==> src/rtl/uart_rx_receiver.sv <==
// uart_rx_receiver: 8N1 serial receiver with mid-bit sampling,
// a valid/ack hold register, framing-error and overrun pulses.
module uart_rx_receiver #(
  parameter int CLOCK_SPEED = 50000000,
  parameter int BAUD_RATE   = 115200
) (
  input  logic       clock,
  input  logic       reset_n,
  input  logic       uart_rx,
  output logic [7:0] dataOut,
  output logic       valid,
  input  logic       ack,
  output logic       frameError,
  output logic       overrun
);

  localparam logic [31:0] BIT_TICKS  = 32'(CLOCK_SPEED / BAUD_RATE);
  localparam logic [31:0] HALF_TICKS = BIT_TICKS / 32'd2;

  typedef enum logic [2:0] {
    IDLE, START, DATA, STOP, BRK
  } state_t;

  state_t      state, state_d;
  logic        sync1, rxs;
  logic [31:0] cnt, target;
  logic [2:0]  bit_idx;
  logic [7:0]  shreg;
  logic        tick;

  always_comb begin
    state_d = state;
    target  = '0;
    tick    = 1'b0;
    unique case (state)
      IDLE: if (!rxs) state_d = START;
      START: begin
        target = HALF_TICKS - 32'd1;
        tick   = (cnt == target);
        if (tick) state_d = rxs ? IDLE : DATA;
      end
      DATA: begin
        target = BIT_TICKS - 32'd1;
        tick   = (cnt == target);
        if (tick && bit_idx == 3'd7) state_d = STOP;
      end
      STOP: begin
        target = BIT_TICKS - 32'd1;
        tick   = (cnt == target);
        if (tick) state_d = rxs ? IDLE : BRK;
      end
      BRK: if (rxs) state_d = IDLE;
      default: state_d = IDLE;
    endcase
  end

  always_ff @(posedge clock or negedge reset_n) begin
    if (!reset_n) state <= IDLE;
    else          state <= state_d;
  end

  always_ff @(posedge clock or negedge reset_n) begin
    if (!reset_n) begin
      sync1      <= 1'b1;
      rxs        <= 1'b1;
      cnt        <= '0;
      bit_idx    <= '0;
      shreg      <= '0;
      dataOut    <= '0;
      valid      <= 1'b0;
      frameError <= 1'b0;
      overrun    <= 1'b0;
    end else begin
      sync1      <= uart_rx;
      rxs        <= sync1;
      frameError <= 1'b0;
      overrun    <= 1'b0;
      if (valid && ack) valid <= 1'b0;
      // counter restarts on each state entry and on every data bit
      if (state_d != state || state == IDLE || state == BRK ||
          (state == DATA && tick))
        cnt <= '0;
      else
        cnt <= cnt + 32'd1;
      if (state == START && tick) bit_idx <= '0;
      if (state == DATA && tick) begin
        shreg[bit_idx] <= rxs;
        bit_idx        <= bit_idx + 3'd1;
      end
      if (state == STOP && tick) begin
        if (rxs) begin
          dataOut <= shreg;
          valid   <= 1'b1;
          overrun <= valid && !ack;
        end else begin
          frameError <= 1'b1;
        end
      end
    end
  end

endmodule

==> config.mk <==
export PLATFORM = sky130hd
export DESIGN_NAME = uart_rx_receiver
export DESIGN_NICKNAME = d
export VERILOG_FILES = /design/src/rtl/uart_rx_receiver.sv
export SDC_FILE = /design/constraint.sdc
export NUM_CORES = 1
export LEC_CHECK = 0
export BUFFER_PORTS_ARGS = -buffer_cell sky130_fd_sc_hd__clkbuf_2
export CORE_MARGIN = 1
export CORE_UTILIZATION = 37
export CTS_BUF_LIST = sky130_fd_sc_hd__clkbuf_4 sky130_fd_sc_hd__clkbuf_8 sky130_fd_sc_hd__clkbuf_16
export CTS_CLUSTER_SIZE = 24
export DETAILED_ROUTE_END_ITERATION = 12
export PLACE_DENSITY = 0.59
export REMOVE_ABC_BUFFERS = 1
export SYNTH_ARGS = -nofsm -noshare
export SYNTH_HDL_FRONTEND = slang
export SYNTH_SLANG_ARGS = --single-unit
==> constraint.sdc <==
create_clock -name clock -period 2.8 [get_ports clock]
set_clock_uncertainty 0.05 [all_clocks]
set_input_delay 0.28 -clock clock [delete_from_list [all_inputs] [get_ports clock]]
set_output_delay 0.28 -clock clock [all_outputs]
set_load 0.01 [all_outputs]
==> results of run 1 <==
routing by layer:
| metal | routed length (um) | up-vias | track usage |
|---|---|---|---|
| met4 | 62 | 0 | 0.0707 |
| met3 | 194 | 6 | 0.0411 |
| li1 | - | 1226 | - |
| met5 | 0 | - | 0 |
| met2 | 3020 | 32 | 0.252 |
| met1 | 3360 | 1218 | 0.226 |
synth_stat cells, types with 9 or more instances:
| master | instances |
|---|---|
| dfrtp_1 | 57 |
| nor4_1 | 13 |
| or4_1 | 10 |
| mux2_2 | 16 |
| nand4_1 | 14 |
| nand3_1 | 11 |
| and4_1 | 9 |
| nor3_1 | 23 |
| a211oi_1 | 12 |
| inv_1 | 13 |
| o31ai_1 | 9 |
| nor2_1 | 13 |
| nand2_1 | 16 |
| clkbuf_1 | 9 |
cells by family after synthesis:
group | Yosys count | synth area share
and+or+nand+nor | 145 | 0.284
DFF | 59 | 0.466
AOI/OAI and AO/OA | 43 | 0.0958
buffers and inverters | 28 | 0.0390
muxes | 17 | 0.0599
xor gates and xnor gates | 13 | 0.0359
adders and majority gates | 5 | 0.0197
final timing paths:
kind / slack, ns / start / cells after the start / endpoint
setup reg to reg: 0.54 / cnt[2] / 4 / dataOut[1]
hold reg to reg: 0.31 / sync1 / 0 / rxs
max in group asynchronous: 1.69 / reset_n / 3 / sync1
setup / recovery: 0.54 / cnt[2] / 4 / dataOut[1]
hold / removal: 0.17 / ack / 3 / overrun
min in group asynchronous: 0.33 / reset_n / 2 / cnt[26]
power by group:
group	switching (mW)	internal, mW	leakage (nW)
logic	0.0178	0.00611	0.596
clock network	0.338	0.623	0.127
registers	0.00288	0.855	0.803
total	0.359	1.48	1.53
final cells by class:
type / instances / area [sq um]
clock inverter: 5 / 100
fill: 784 / 4630
clock buffer: 11 / 145
multi-input combinational: 223 / 1570
inverter: 13 / 48.8
sequential: 59 / 1480
tap: 105 / 131
timing repair buffer: 24 / 150
registers in the layout, indices dropped and copies added, names as in the netlist:
register    cells
sync1           1
bit_idx         3
rxs             1
shreg           8
cnt            32
overrun         1
state           3
dataOut         8
valid           1
frameError      1
tightest hold or removal path: stages:
cell and delay (ns):
clkbuf_2 0.07, nand2b_1 0.12, nor4_1 0.05
per-stage QoR:
step	instance area [sq um]	std cells
final	3630	440
after detailed placement	3360	422
after floorplan	3100	295
after global routing	3630	440
after CTS	3630	440
after global placement	3360	422
==> impl_metrics.py, run 1 <==
metrics = {
    "setup_path": {
        "cp_max_fo": 9,
        "crit_family": "simple AND/OR/NAND/NOR gates",
        "max_stage_delay_ns": 0.46,
        "critPathKind": "flip-flop to flip-flop",
        "cp_data_arrival_time_ns": 2.43,
        "cp_num_buf_inv": 0,
        "crit_path_cell_trace": "nor4_1 > and4_1 > nand4_2 > mux2_2",
        "cp_slowest_cell": "dfrtp_1",
        "cp-end-kind": "flip-flop",
        "worstPathRequired_ns": 2.97,
        "worst_setup_path_start_kind": "flip-flop",
    },
    "global_routing": {
        "antenna_found_initial": 0,
        "grt_max_degree": 29,
        "grt_pass1_vias": 2382,
        "grt_pass1_wl_um": 11400,
        "overflow": 0,
        "grt_use_total": 0.167,
    },
    "cts": {
        "cts_buffers": 9,
        "cts_setup_buffers": 0,
        "ctsLongestPathBuffers": 2,
        "hold_buffers": 2,
        "post_cts_resized": 0,
        "cts_sinks": 59,
        "path_clk_slew_ns": 0.07,
        "cts_root_buf": "clkbuf_8",
        "htreeDepth": 3,
        "cts_tree": "built",
        "insertion_delay_ns": 0.34,
    },
    "floorplanning": {
        "start_util": 0.384,
        "die_x_um": 94.6,
        "rows": 33,
        "core-area_sq_um": 8260,
        "die_area_sq_um": 8950,
        "io_pins": 15,
        "die_h_um": 94.6,
    },
    "pwr": {
        "vdd_drop_max_mv": 0.225,
        "power_mw": 1.84,
        "power_leakage_nw": 1.53,
        "p_per_area_nw_per_um2": 508,
    },
    "place": {
        "port_buffers": 14,
        "dpl_worst_slack_ns": 0.574,
        "gp_congestion": 0.798,
        "dpl.hpwl_um": 4530,
    },
    "routing": {
        "drt_iter0_drc": 75,
        "wl_per_cell_um": 15.1,
        "ant_nets": 0,
        "via_count": 2482,
        "routed_via_density": 5.64,
        "wirelength_um": 6640,
        "drt-pass1-iter-count": 4,
        "drc": 0,
    },
    "synth": {
        "synth.area.top_cells": "dfrtp_1 45%, mux2_2 5.7%, nor3_1 3.6%",
        "synth_ff_type": "dfrtp_1",
        "yosysSeqAreaShare": 0.466,
        "yosysTopAreaCellShare": 0.450,
        "yosysTopAreaCell": "dfrtp_1",
        "synth_cells": 310,
        "async_flop_share": 1.00,
        "syn_area_sq_um": 3170,
        "synth_warnings": 0,
        "synth-edff-count": 0,
        "syn_avg_cell_area_sq_um": 10.2,
        "ys_ff_latch": 59,
        "yosysUniqueCellTypes": 49,
    },
    "sta": {
        "fin_hold_ws_ns": 0.168,
        "worstMarginPinSlew_ns": 0.584,
        "fin_crit_sh": 0.807,
        "rsz0062_at_grt": "no",
        "drv_slew": 0,
        "setup_tns_ns": 0,
        "setup_viol": 0,
        "fin_crit_ns": 2.26,
        "finalHoldViolations": 0,
        "setup_ws_ns": 0.539,
        "fmax_mhz": 442,
        "max-slew-margin-rel": 0.608,
    },
    "run": {
        "cap_violations": 0,
    },
    "hold_path": {
        "min_path_type": "input pin to flip-flop",
    },
    "finish": {
        "utilization": 0.439,
        "nets": 339,
        "areaGrowthSynthToFinish_pct": 14.4,
        "drive_gt1_frac": 0.203,
        "layout_commonest_cell": "dfrtp_1",
        "final_cell_mix": "57 x dfrtp_1, 23 x nor3_1, 16 x nand2_1, 16 x mux2_2",
        "n_antenna_cell": 0,
    },
    "status": {
        "outcome": "finished, final reports clean",
    },
}
Note: power is estimated with default switching activity, not from simulation.
==> run 2: changes to the inputs <==
- ABC_AREA: not set -> 1
- PLACE_DENSITY: 0.59 -> 0.58
- clock period: 2.8 -> 2.3 ns (I/O delays scaled with it)
==> run 2 against run 1 <==
  * Global-route usage grew 2.3 points
  * Sequential share of layout area shrank 3.2 points
  * Non-clock buffer count grew 1
  * Combinational power grew 55%
  * Clock-buffer cell count shrank 2
  * Hold slack lost 0.085 ns
  * Cell count grew 41%
  * Clock power shrank 2%
  * Synthesized cell count grew 55%
  * Largest power group is now registers
==> impl_metrics.py, run 2 <==
metrics = {
    "status": {
        "outcome": "finished, final reports clean",
    },
    "finish": {
        "n_fill_cell": 951,
        "regArea_sq_um": 1480,
        "reg_top3": "cnt x32, dataOut x8, shreg x8",
        "n_antenna_cell": 0,
        "drive_gt1_frac": 0.106,
        "layout_commonest_cell": "nand2_1",
        "top_register": "cnt",
        "areaGrowthSynthToFinish_pct": 12.9,
        "nets": 515,
        "utilization": 0.429,
        "largest_reg_flops": 32,
        "multi_input_area_sq_um": 1760,
        "stdcell_count": 622,
        "final_cell_mix": "139 x nand2_1, 78 x nor2_1, 57 x dfrtp_1",
        "final_area_sq_um": 3940,
    },
    "setup_path": {
        "ff2ff_setup_slack_ns": 0.25,
        "crit_path_cell_trace": "inv_1 > ha_1 > inv_1 > nor2_1 > nand4_1 > nor2_1 > nand3_1 > nand2_1 > nand3_1 > nand2_1 > nand2_1",
        "cp_max_fo": 16,
        "regToRegStartpoint": "cnt[1]",
        "critPathKind": "flip-flop to flip-flop",
        "cp_common_cell": "nand2_1",
        "r2r_end": "shreg[1]",
        "crit_family": "simple AND/OR/NAND/NOR gates",
        "cp_data_arrival_time_ns": 2.24,
        "reg2reg_depth": 11,
        "worst_setup_path_start_kind": "flip-flop",
        "max_stage_delay_ns": 0.38,
        "cp_slowest_cell": "dfrtp_1",
        "cp-end-kind": "flip-flop",
        "worstPathRequired_ns": 2.49,
        "cp_num_buf_inv": 2,
    },
    "synth": {
        "async_flop_share": 1.00,
        "ys_ff_latch": 59,
        "synthSimpleGateAreaFrac": 0.410,
        "synth_top_family_by_area": "simple AND/OR/NAND/NOR gates",
        "synth_compound_area_frac": 0.0118,
        "syn_avg_cell_area_sq_um": 7.25,
        "yosysTopAreaCell": "dfrtp_1",
        "synth.area.top_cells": "dfrtp_1 41%, nand2_1 15%, nor2_1 8.4%",
        "synth_cells": 482,
        "synth_xor_area_frac": 0.0627,
        "yosysUniqueCellTypes": 28,
        "yosysTopAreaCellShare": 0.408,
        "synth_mux_area_frac": 0,
        "synth_warnings": 0,
        "synth_most_common_cell": "nand2_1",
        "synth-edff-count": 0,
        "syn_area_sq_um": 3490,
        "synthTopCellsByCount": "139 x nand2_1, 78 x nor2_1, 57 x dfrtp_1, 45 x nor3_1, 44 x inv_1",
        "synthAdderAreaFrac": 0.0179,
        "synth_ff_type": "dfrtp_1",
        "yosysSeqAreaShare": 0.423,
    },
    "sta": {
        "rsz0062_at_grt": "no",
        "fmax_mhz": 488,
        "setup_ws_ns": 0.250,
        "setup_viol": 0,
        "fin_crit_sh": 0.891,
        "finalHoldViolations": 0,
        "fin_crit_ns": 2.05,
        "setup_tns_ns": 0,
        "worstMarginPinSlew_ns": 0.721,
        "max-slew-margin-rel": 0.520,
        "drv_slew": 0,
    },
    "hold_path": {
        "worstHoldStart": "ack",
        "min_path_type": "input pin to flip-flop",
        "holdPathEnd": "overrun",
        "min_path_cells": 4,
    },
    "routing": {
        "routed_via_density": 4.96,
        "ant_nets": 0,
        "via_count": 3085,
        "dr_wl_met3_um": 343,
        "wirelength_um": 8330,
        "met1_length_um": 4060,
        "wl_per_cell_um": 13.4,
        "drt_iter0_drc": 172,
        "drt-pass1-iter-count": 4,
        "wl_met2_um": 3710,
        "top_layer": "met4",
        "drc": 0,
    },
    "place": {
        "port_buffers": 14,
        "dpl_worst_slack_ns": 0.259,
        "post-place-cells": 604,
        "gp_congestion": 0.900,
        "placed_area_sq_um": 3730,
        "dpl.hpwl_um": 6070,
    },
    "run": {
        "cap_violations": 0,
    },
    "cts": {
        "cts_sinks": 59,
        "cts_setup_buffers": 0,
        "ctsLongestPathBuffers": 2,
        "path_clk_slew_ns": 0.07,
        "insertion_delay_ns": 0.34,
        "cts_root_buf": "clkbuf_8",
        "cts_buffers": 9,
        "cts_tree": "built",
        "htreeDepth": 3,
    },
    "floorplanning": {
        "die_x_um": 99.2,
        "start_util": 0.380,
        "rows": 35,
        "io_pins": 15,
        "core-area_sq_um": 9200,
        "die_area_sq_um": 9830,
        "die_h_um": 99.2,
    },
    "pwr": {
        "vdd_drop_max_mv": 0.200,
        "intPower_mw": 1.54,
        "p_per_area_nw_per_um2": 514,
        "power_leakage_nw": 1.84,
        "p_sw_uw": 480,
        "comb_power_share": 0.018,
        "p_sw_frac": 0.237,
        "pwr-share-seq": 0.514,
        "pwr-share-clk": 0.467,
    },
    "global_routing": {
        "grt_use_total": 0.190,
        "antenna_found_initial": 0,
        "grt_max_degree": 35,
        "overflow": 0,
        "grt_pass1_wl_um": 14600,
        "grt_pass1_vias": 3089,
    },
}
run 2: cell count changes after synthesis, moves of 12 or more:
cell / delta
a211oi_1: -12
inv_1: +31
mux2_2: -16
nand2_1: +123
nand3_1: +22
nor2_1: +65
nor3_1: +22
nor4_1: -13
xor2_1: +18
run 2: cell type report:
cell class	instances	share of cell area
multi-input cells	363	0.446
flip-flops and latches	59	0.375
repair buffers	25	0.0495
inverters	48	0.0457
well taps	111	0.0352
clock buffers	9	0.0314
clock inverters	7	0.0175
run 2: metal layers:
layer  GRT usage  vias to the layer above
li1            -                     1580
met1       0.258                     1420
met2       0.290                       65
met3      0.0457                       20
met4      0.0826                        0
met5           0                        -
run 2: how the worst max path moves through the flow:
stage	start	depth (start not counted)	slack, ns	to
final	cnt[1]	11	0.25	shreg[1]
after global routing	cnt[1]	11	0.007	shreg[2]
after CTS	cnt[1]	11	0.25	shreg[1]
after global placement	cnt[1]	11	0.31	shreg[3]
after detailed placement	cnt[1]	11	0.26	shreg[1]
after floorplan	cnt[1]	11	0.25	cnt[0]
run 2: cell families after synthesis:
group	Yosys count
AOI/OAI and AO/OA	5
and+or+nand+nor	328
xor gates and xnor gates	25
buffers and inverters	60
adders and majority gates	5
DFF	59
run 2: metrics by stage:
stage | hold WS, ns | total power, mW
2_1_floorplan | -0.116 | 1.07
3_3_place_gp | 0.259 | 1.10
3_5_place_dp | 0.269 | 1.10
4_1_cts | 0.0639 | 2.06
5_1_grt | 0.101 | 2.11
6_report | 0.0837 | 2.02
run 2: what timing repair did:
item                      4_1_cts  5_1_grt
hold buffers                    2        0
hold endpoints to repair       24        0
gates resized for setup         0        0
run 2: worst register-to-register path, stage by stage (launching register included):
cell and delay [ns]:
dfrtp_1 0.38, inv_1 0.16, ha_1 0.27, inv_1 0.08, nor2_1 0.10, nand4_1 0.08, nor2_1 0.12, nand3_1 0.07
nand2_1 0.37, nand3_1 0.14, nand2_1 0.09, nand2_1 0.05
run 2: power by group through the flow:
stage	combinational, mW	sequential [mW]	clock [mW]
floorplan	0.00155	1.06	0
global placement	0.0364	1.06	0
detailed placement	0.0370	1.06	0
CTS	0.0396	1.04	0.976
global route	0.0432	1.04	1.03
finish	0.0373	1.04	0.946
==> run 3: changes to the inputs <==
- CELL_PAD_IN_SITES_DETAIL_PLACEMENT: not set -> 0
- CELL_PAD_IN_SITES_GLOBAL_PLACEMENT: not set -> 1
- PLACE_DENSITY: 0.58 -> 0.73
==> run 3 against run 2 <==
  * Core utilization grew 0.31 points
  * Sequential cell count is the same
  * Highest routed layer unchanged
  * Sequential share of layout area shrank 0.27 points
==> impl_metrics.py, run 3 (synthesis results as in run 2) <==
metrics = {
    "cts": {
        "cts_setup_buffers": 0,
        "htreeDepth": 3,
        "cts_tree": "built",
        "cts_sinks": 59,
        "cts_root_buf": "clkbuf_8",
        "insertion_delay_ns": 0.34,
        "cts_buffers": 9,
        "ctsLongestPathBuffers": 2,
        "path_clk_slew_ns": 0.08,
    },
    "routing": {
        "ant_nets": 0,
        "drt_iter0_drc": 200,
        "via_count": 3076,
        "drt-pass1-iter-count": 6,
        "wirelength_um": 8620,
        "routed_via_density": 4.95,
        "drc": 0,
        "wl_per_cell_um": 13.9,
    },
    "sta": {
        "fin_crit_sh": 0.876,
        "finalHoldViolations": 0,
        "drv_slew": 0,
        "worstMarginPinSlew_ns": 0.381,
        "setup_tns_ns": 0,
        "rsz0062_at_grt": "no",
        "setup_viol": 0,
        "fin_crit_ns": 2.01,
        "setup_ws_ns": 0.286,
        "max-slew-margin-rel": 0.743,
        "fmax_mhz": 497,
    },
    "run": {
        "cap_violations": 0,
    },
    "floorplanning": {
        "die_area_sq_um": 9830,
        "core-area_sq_um": 9200,
        "rows": 35,
        "die_x_um": 99.2,
        "start_util": 0.380,
        "die_h_um": 99.2,
        "io_pins": 15,
    },
    "setup_path": {
        "r2r_end": "cnt[4]",
        "max_stage_delay_ns": 0.40,
        "crit_path_cell_trace": "inv_1 > ha_1 > inv_1 > nor2_1 > nand2_1 > nor2_1 > nand2_1 > nor2_1 > nand4_1 > nand3_1 > buf_12 > nor3_1",
        "regToRegStartpoint": "cnt[1]",
        "cp_max_fo": 32,
        "cp-end-kind": "flip-flop",
        "reg2reg_depth": 12,
        "cp_common_cell": "nor2_1",
        "cp_slowest_cell": "dfrtp_1",
        "crit_path_end": "cnt[4]",
        "ff2ff_setup_slack_ns": 0.29,
        "worstPathRequired_ns": 2.48,
        "startpoint": "cnt[1]",
        "cp_data_arrival_time_ns": 2.19,
        "critPathKind": "flip-flop to flip-flop",
        "worst_setup_path_start_kind": "flip-flop",
    },
    "finish": {
        "reg_top3": "cnt x32, dataOut x8, shreg x8",
        "drive_gt1_frac": 0.106,
        "final_cell_mix": "139 x nand2_1, 78 x nor2_1, 57 x dfrtp_1",
        "nets": 514,
        "regArea_sq_um": 1480,
        "top_register": "cnt",
        "multi_input_area_sq_um": 1760,
        "n_fill_cell": 975,
        "n_antenna_cell": 0,
        "final_area_sq_um": 3970,
        "layout_commonest_cell": "nand2_1",
        "largest_reg_flops": 32,
        "areaGrowthSynthToFinish_pct": 13.7,
    },
    "global_routing": {
        "antenna_found_initial": 0,
        "grt_use_total": 0.197,
        "grt_max_degree": 60,
        "overflow": 0,
        "grt_pass1_vias": 3018,
        "grt_pass1_wl_um": 15000,
    },
    "pwr": {
        "power_leakage_nw": 1.85,
        "p_per_area_nw_per_um2": 545,
        "vdd_drop_max_mv": 0.278,
        "power_mw": 2.16,
    },
    "place": {
        "dpl_worst_slack_ns": 0.262,
        "placed_area_sq_um": 3720,
        "port_buffers": 14,
        "dpl.hpwl_um": 6330,
        "gp_congestion": 0.805,
    },
    "hold_path": {
        "worstHoldStart": "ack",
        "min_path_type": "input pin to flip-flop",
    },
    "status": {
        "outcome": "finished, final reports clean",
    },
}
==> run 3: changes by cell type in the layout (fill, tap and decap cells not counted) <==
cell,previous run,this run
nor3b_1,1,0
clkinv_2,3,1
clkinv_4,1,2
clkinvlp_4,2,0
inv_6,0,2
nor3b_2,0,1
bufinv_16,1,2
buf_4,6,5
==> run 3: metrics by stage <==
stage	hold slack [ns]	cells	util
CTS	0.0706	621	0.431
global placement	0.217	603	0.405
floorplan	-0.116	470	-
detailed placement	0.217	603	0.405
finish	0.0828	621	0.432
global route	0.100	621	0.432
==> run 3: repair_timing <==
action / 4_1_cts / 5_1_grt
gates resized for setup: 0 / 1
setup endpoints to repair: 0 / 35
hold endpoints to repair: 58 / 0
hold buffers: 2 / 0
==> run 3: metal layers <==
metal,vias to the layer above,wire (um),global-route usage
met4,0,86,0.0645
met2,51,3970,0.308
met3,7,270,0.0358
met1,1433,4300,0.278
met5,-,0,0
li1,1585,-,-
==> run 3: power by group <==
group | switching [mW] | leakage (nW) | internal [mW] | total (mW)
registers | 0.000766 | 0.803 | 1.04 | 1.04
clock network | 0.467 | 0.114 | 0.619 | 1.09
logic | 0.0279 | 0.936 | 0.00942 | 0.0373
total | 0.495 | 1.85 | 1.67 | 2.16
==> run 3: layout make-up <==
type	count	share of cell area
Multi-Input combinational cell	363	0.444
Tap cell	111	0.0350
Clock buffer	9	0.0312
Inverter	48	0.0454
Timing Repair Buffer	24	0.0473
Clock inverter	7	0.0252
Sequential cell	59	0.372
==> run 3: worst min path at each step <==
stage | to | slack [ns] | depth (start not counted)
finish | overrun | 0.08 | 4
detailed placement | overrun | 0.22 | 2
global placement | overrun | 0.22 | 2
floorplan | bit_idx[0] | -0.12 | 0
global route | valid | 0.10 | 4
CTS | overrun | 0.07 | 4
==> run 3: critical path: cells and delay by family, from the launching register on <==
| family | cells | cell delay [ns] |
|---|---|---|
| fa+ha+maj | 1 | 0.24 |
| simple gates | 8 | 0.77 |
| buf+inv | 3 | 0.43 |
| flops | 1 | 0.40 |
